**src/rtl/reg_bus_fabric.sv**
```systemverilog
// reg_bus_fabric
// Register-bus interconnect between one master (the frame address decoder) and
// N_SLV register slaves. One request at a time is broadcast to all slaves. The
// slave responses are collected and returned to the master as a single
// registered response. A silent bus (timeout) and bus contention (more than one
// slave acking in the same cycle) are reported as faults.
//
// Ports
//   clk, rst       system clock; synchronous active-high reset
//   m_address      master request address
//   m_data         master write data
//   m_valid        master request, held until m_ack and then dropped
//   m_ack          one-cycle response pulse to the master
//   m_rdata        read data, meaningful only while m_rdata_valid=1
//   m_rdata_valid  one-cycle pulse, coincident with m_ack
//   m_fault        one-cycle pulse, coincident with m_ack on a faulted transfer
//   fault_code     last fault: 00 none, 01 timeout, 10 multi-ack
//   fault_count    saturating count of faulted transactions
//   last_slave     lowest acking slave index of the last acked transaction
//   s_address      registered broadcast address
//   s_data         registered broadcast data
//   s_valid        broadcast request strobe
//   s_ack          per-slave acknowledge
//   s_rdata        per-slave read data, slave i at [i*DW +: DW]
//   s_rdata_valid  per-slave read data valid
//
// state    | meaning
// ---------+-------------------------------------------------------------
// ST_IDLE  | bus quiet, waiting for m_valid
// ST_WAIT  | s_valid high, waiting for any s_ack or the timeout
// ST_RESP  | m_ack (and possibly m_rdata_valid / m_fault) high for one cycle
// ST_DRAIN | waiting for the master to drop m_valid

module reg_bus_fabric #(
    parameter int N_SLV   = 4,
    parameter int AW      = 4,
    parameter int DW      = 4,
    parameter int TIMEOUT = 15,
    localparam int SW     = (N_SLV > 1) ? $clog2(N_SLV) : 1
) (
    input  logic                clk,
    input  logic                rst,
    input  logic [AW-1:0]       m_address,
    input  logic [DW-1:0]       m_data,
    input  logic                m_valid,
    output logic                m_ack,
    output logic [DW-1:0]       m_rdata,
    output logic                m_rdata_valid,
    output logic                m_fault,
    output logic [1:0]          fault_code,
    output logic [7:0]          fault_count,
    output logic [SW-1:0]       last_slave,
    output logic [AW-1:0]       s_address,
    output logic [DW-1:0]       s_data,
    output logic                s_valid,
    input  logic [N_SLV-1:0]    s_ack,
    input  logic [N_SLV*DW-1:0] s_rdata,
    input  logic [N_SLV-1:0]    s_rdata_valid
);

    typedef enum logic [1:0] {
        ST_IDLE  = 2'd0,
        ST_WAIT  = 2'd1,
        ST_RESP  = 2'd2,
        ST_DRAIN = 2'd3
    } state_t;

    localparam logic [1:0] FC_NONE  = 2'b00;
    localparam logic [1:0] FC_TMO   = 2'b01;
    localparam logic [1:0] FC_MULTI = 2'b10;

    state_t         state;
    state_t         state_nxt;

    // Down-counter loaded on request latch; terminal count 0 in ST_WAIT means
    // s_valid has been high for TIMEOUT cycles.
    logic [7:0]     tmr;

    logic           any_ack;
    logic           multi_ack;
    logic           tmo_hit;
    logic           ack_take;
    logic           tmo_take;
    logic [DW-1:0]  rd_or;
    logic [SW-1:0]  low_idx;

    always_comb begin
        rd_or   = '0;
        low_idx = '0;
        // Walking downward leaves the lowest acking index in low_idx.
        for (int i = N_SLV - 1; i >= 0; i--) begin
            if (s_rdata_valid[i]) begin
                rd_or = rd_or | s_rdata[i*DW +: DW];
            end
            if (s_ack[i]) begin
                low_idx = SW'(i);
            end
        end
    end

    assign any_ack   = |s_ack;
    // Clearing the lowest set bit leaves something only if two or more were set.
    assign multi_ack = |(s_ack & (s_ack - N_SLV'(1)));
    assign tmo_hit   = (tmr == 8'd0);
    assign ack_take  = (state == ST_WAIT) && any_ack;
    assign tmo_take  = (state == ST_WAIT) && !any_ack && tmo_hit;

    always_comb begin
        state_nxt = state;
        case (state)
            ST_IDLE: begin
                if (m_valid) begin
                    state_nxt = ST_WAIT;
                end
            end
            ST_WAIT: begin
                if (any_ack || tmo_hit) begin
                    state_nxt = ST_RESP;
                end
            end
            ST_RESP: begin
                state_nxt = ST_DRAIN;
            end
            ST_DRAIN: begin
                if (!m_valid) begin
                    state_nxt = ST_IDLE;
                end
            end
            default: begin
                state_nxt = ST_IDLE;
            end
        endcase
    end

    always_ff @(posedge clk) begin
        if (rst) begin
            state         <= ST_IDLE;
            tmr           <= 8'd0;
            s_valid       <= 1'b0;
            s_address     <= '0;
            s_data        <= '0;
            m_ack         <= 1'b0;
            m_rdata       <= '0;
            m_rdata_valid <= 1'b0;
            m_fault       <= 1'b0;
            fault_code    <= FC_NONE;
            fault_count   <= 8'd0;
            last_slave    <= '0;
        end else begin
            state         <= state_nxt;
            // Strobes are registered from the next state so no s_* input
            // reaches an m_* output combinationally.
            s_valid       <= (state_nxt == ST_WAIT);
            m_ack         <= (state_nxt == ST_RESP);
            m_rdata_valid <= 1'b0;
            m_fault       <= 1'b0;

            if ((state == ST_IDLE) && m_valid) begin
                s_address <= m_address;
                s_data    <= m_data;
                tmr       <= 8'(TIMEOUT - 1);
            end else if ((state == ST_WAIT) && !tmo_hit) begin
                tmr <= tmr - 8'd1;
            end

            if (ack_take) begin
                m_rdata       <= rd_or;
                m_rdata_valid <= |s_rdata_valid;
                m_fault       <= multi_ack;
                fault_code    <= multi_ack ? FC_MULTI : FC_NONE;
                last_slave    <= low_idx;
                if (multi_ack && (fault_count != 8'hFF)) begin
                    fault_count <= fault_count + 8'd1;
                end
            end else if (tmo_take) begin
                // m_rdata and last_slave keep their previous values on timeout.
                m_fault    <= 1'b1;
                fault_code <= FC_TMO;
                if (fault_count != 8'hFF) begin
                    fault_count <= fault_count + 8'd1;
                end
            end
        end
    end

endmodule

```
**config.mk**
```make
export PLATFORM = sky130hd
export DESIGN_NAME = reg_bus_fabric
export DESIGN_NICKNAME = d
export VERILOG_FILES = /design/src/rtl/reg_bus_fabric.sv
export SDC_FILE = /design/constraint.sdc
export NUM_CORES = 1
export LEC_CHECK = 0
export CAP_MARGIN = 20
export CORE_UTILIZATION = 29
export DETAILED_ROUTE_END_ITERATION = 6
export PLACE_DENSITY = 0.55
export SKIP_LAST_GASP = 1
export SYNTH_ARGS = -nofsm -noshare
export SYNTH_HDL_FRONTEND = slang
export SYNTH_SLANG_ARGS = --single-unit
```
**constraint.sdc**
```tcl
create_clock -name clk -period 1.9 [get_ports clk]
set_input_delay 0.38 -clock clk [delete_from_list [all_inputs] [get_ports clk]]
set_output_delay 0.38 -clock clk [all_outputs]
set_load 0.02 [all_outputs]
```
==> reports/metrics.yaml <==
synthesis:
  syn_avg_cell_area_um2: 8.81
  yosys_warnings: 0
  yosysTopAreaCell: "dfxtp_1"
  synth-seq-cells: 38
  async_flop_share: 0
  synth_area_um2: 1740
  postSynthNetCount: 235
  synthDistinctLibCells: 39
  ys_top_cells_by_area: "dfxtp_1, nor2_1, a21oi_1"
  synth.top_cell.area_share: 0.438
  synth-edff-count: 0
  postSynthCellCount: 197
  synth_ff_type: "dfxtp_1"
  synth-seq-area-share: 0.438
final_layout:
  layout.area.seq_um2: 761
  multi_input_area_um2: 940
  area_growth_pct: 55.4
  drive_above_1_share: 0.139
  layout.cells.non_filler: 353
  design_area_um2: 2700
  antennaDiodeCount: 0
  nNetsFinal: 318
  nFillCells: 562
place:
  place_area_um2: 2590
  place_inst: 344
  gp_congestion: 0.762
  place_hpwl_um: 3050
  port_buffers: 62
floorplanning:
  coreArea_um2: 5640
  ioPinCount: 63
  rows: 27
  die_w_um: 79.4
  initial_utilization: 0.308
  die_h_um: 79.4
  dieArea_um2: 6300
hold_path:
  worstHoldStart: "s_data[1]$_SDFFE_PP0P_"
  min_delay_worst_endpoint: "s_data[1]$_SDFFE_PP0P_"
  hold_path.class: "reg -> reg"
  min_path_cells: 2
detailed_routing:
  drtAntennaViolNets: 0
  dr_total_vias: 1644
  wl_um: 4200
  drc: 0
  wl_per_cell_um: 11.9
  drt_iter0_markers: 43
  viasPerCell: 4.66
  drtPass1Iterations: 4
clock_tree:
  cts_made_buffers: 5
  htree_levels: 2
  cts-hold-fix-buffers: 0
  cts.sinks: 38
  clockRootBuffer: "clkbuf_8"
  clk_path_buf_depth: 2
  clk_pin_slew_ns: 0.07
  insertion_delay_ns: 0.28
  cts_tree: "built"
grt:
  antenna_found_initial: 0
  grt_max_degree: 37
  grt_usage: 0.142
  overflow: 0
  grt_pass1_wl_um: 6910
  grt_pass1_vias: 1572
worst_setup_path:
  worstSetupStartpointType: "primary input"
  r2r_cells: 7
  startpoint: "s_ack[1]"
  worstPathArrival_ns: 1.97
  crit_fanout: 4
  r2r-start: "tmr[1]$_SDFFE_PP0P_"
  crit_required_ns: 2.08
  r2r_end: "fault_count[3]$_SDFFE_PP0P_"
  crit_type: "in -> reg"
  rrSetupSlack_ns: 0.15
  critPathCaptureType: "flip-flop"
sta:
  drv_slew: 0
  fin_crit_sh: 0.944
  hold_violations: 0
  rsz0062_at_grt: "false"
  tightestPinTransition_ns: 0.374
  relSlewSlack: 0.750
  layout_min_cycle_time_ns: 1.79
  timing.fmax_mhz: 558
  finalSetupViolCount: 0
  fin_worst_skew_ns: 0.00623
power_and_ir_drop:
  p_per_area_nw_per_um2: 795
  p_leak_nw: 1.07
  vdd_ir_drop_max_mv: 0.492
run:
  cap_violations: 0
status:
  status: "finished, final reports clean"
## layout by cell type, fill, tap and decap left out, types with 4 or more instances in the layout
master,instances
inv_1,5
nor2b_1,5
clkbuf_8,6
xor2_1,5
a311oi_1,6
dfxtp_1,38
a21oi_1,19
nand2_1,23
a22oi_1,8
nand2b_1,5
nand3_1,4
dlygate4sd2_1,4
nor2_1,31
clkdlybuf4s50_1,58
buf_4,20
## critical path: stages
cell and delay, ns:
dlygate4sd2_1 0.26, buf_6 0.13, nor4_4 0.33, nand4_4 0.14
a22oi_4 0.19, and4_1 0.24, mux2_4 0.30
## sequential cells by signal, indices dropped and copies added (netlist names), 2 cells and up
| register | count |
|---|---|
| fault_code | 2 |
| s_data | 4 |
| s_address | 4 |
| fault_count | 8 |
| m_rdata | 4 |
| last_slave | 2 |
| state | 2 |
| tmr | 8 |
## cell usage after synthesis (2+ instances only)
master / number
dfxtp_1: 38
nor2_1: 31
nand2_1: 23
a21oi_1: 19
a22oi_1: 8
clkbuf_1: 8
a311oi_1: 6
inv_1: 5
nand2b_1: 5
nor2b_1: 5
xor2_1: 5
nand3_1: 4
ha_1: 3
nor3_1: 3
xnor2_1: 3
a211oi_1: 2
and4_1: 2
mux2i_1: 2
nand4b_1: 2
nor4_1: 2
nor4_4: 2
o21ai_0: 2
## cell families after synthesis
logic type                 count (synthesis)  share of synthesized area
muxes                                      3                     0.0202
buffers and inverters                     13                     0.0281
adders and majority gates                  4                     0.0274
DFF                                       38                      0.438
and+or+nand+nor                           88                      0.272
xor gates and xnor gates                   8                     0.0404
AOI/OAI and AO/OA                         43                      0.174
## metrics by stage
step / setup WS, ns / setup TNS [ns] / hold WS, ns / power [mW] / utilization
4_1_cts: 0.0868 / 0 / 0.457 / 2.17 / 0.477
6_report: 0.107 / 0 / 0.455 / 2.15 / 0.478
3_5_place_dp: -0.412 / -3.33 / 0.446 / 1.59 / 0.458
3_3_place_gp: -0.357 / -2.49 / 0.440 / 1.60 / 0.458
2_1_floorplan: 0.0392 / 0 / 0.486 / 1.28 / -
5_1_grt: 0.0112 / 0 / 0.485 / 2.27 / 0.478
## metal layers
| metal | track usage | vias to the layer above | part of all wire |
|---|---|---|---|
| li1 | - | 858 | - |
| met1 | 0.180 | 731 | 0.50 |
| met2 | 0.223 | 51 | 0.42 |
| met3 | 0.0471 | 4 | 0.073 |
| met4 | 0.0491 | 0 | 0.0076 |
| met5 | 0 | - | 0 |
## area by class of cell
class | instances | area share
clock buffer | 7 | 0.0320
sequential | 38 | 0.282
multi-input combinational | 146 | 0.348
tap | 72 | 0.0334
timing repair buffer | 84 | 0.295
inverter | 5 | 0.00696
clock inverter | 1 | 0.00186
## power breakdown
part | leakage, nW | switching, mW | internal (mW) | total (mW)
Clock | 0.0482 | 0.273 | 0.293 | 0.566
Sequential | 0.310 | 0.0511 | 0.872 | 0.923
Combinational | 0.712 | 0.317 | 0.340 | 0.656
## what timing repair did
action | CTS | global route
endpoints found under the hold margin | 0 | 0
buffers inserted | 1 | 0
endpoints found under the setup margin | 3 | 2
resized for setup | 6 | 1
pin swaps | 6 | 0
## worst max path at each step
stage / slack [ns] / cells after the start / endpoint
floorplan: 0.04 / 7 / fault_count[3]$_SDFFE_PP0P_
global placement: -0.36 / 7 / fault_count[4]$_SDFFE_PP0P_
detailed placement: -0.41 / 7 / fault_count[4]$_SDFFE_PP0P_
CTS: 0.09 / 7 / fault_count[3]$_SDFFE_PP0P_
global route: 0.01 / 9 / tmr[3]$_SDFFE_PP0P_
finish: 0.11 / 7 / fault_count[3]$_SDFFE_PP0P_
No activity file was read; power rests on OpenSTA's default activity.
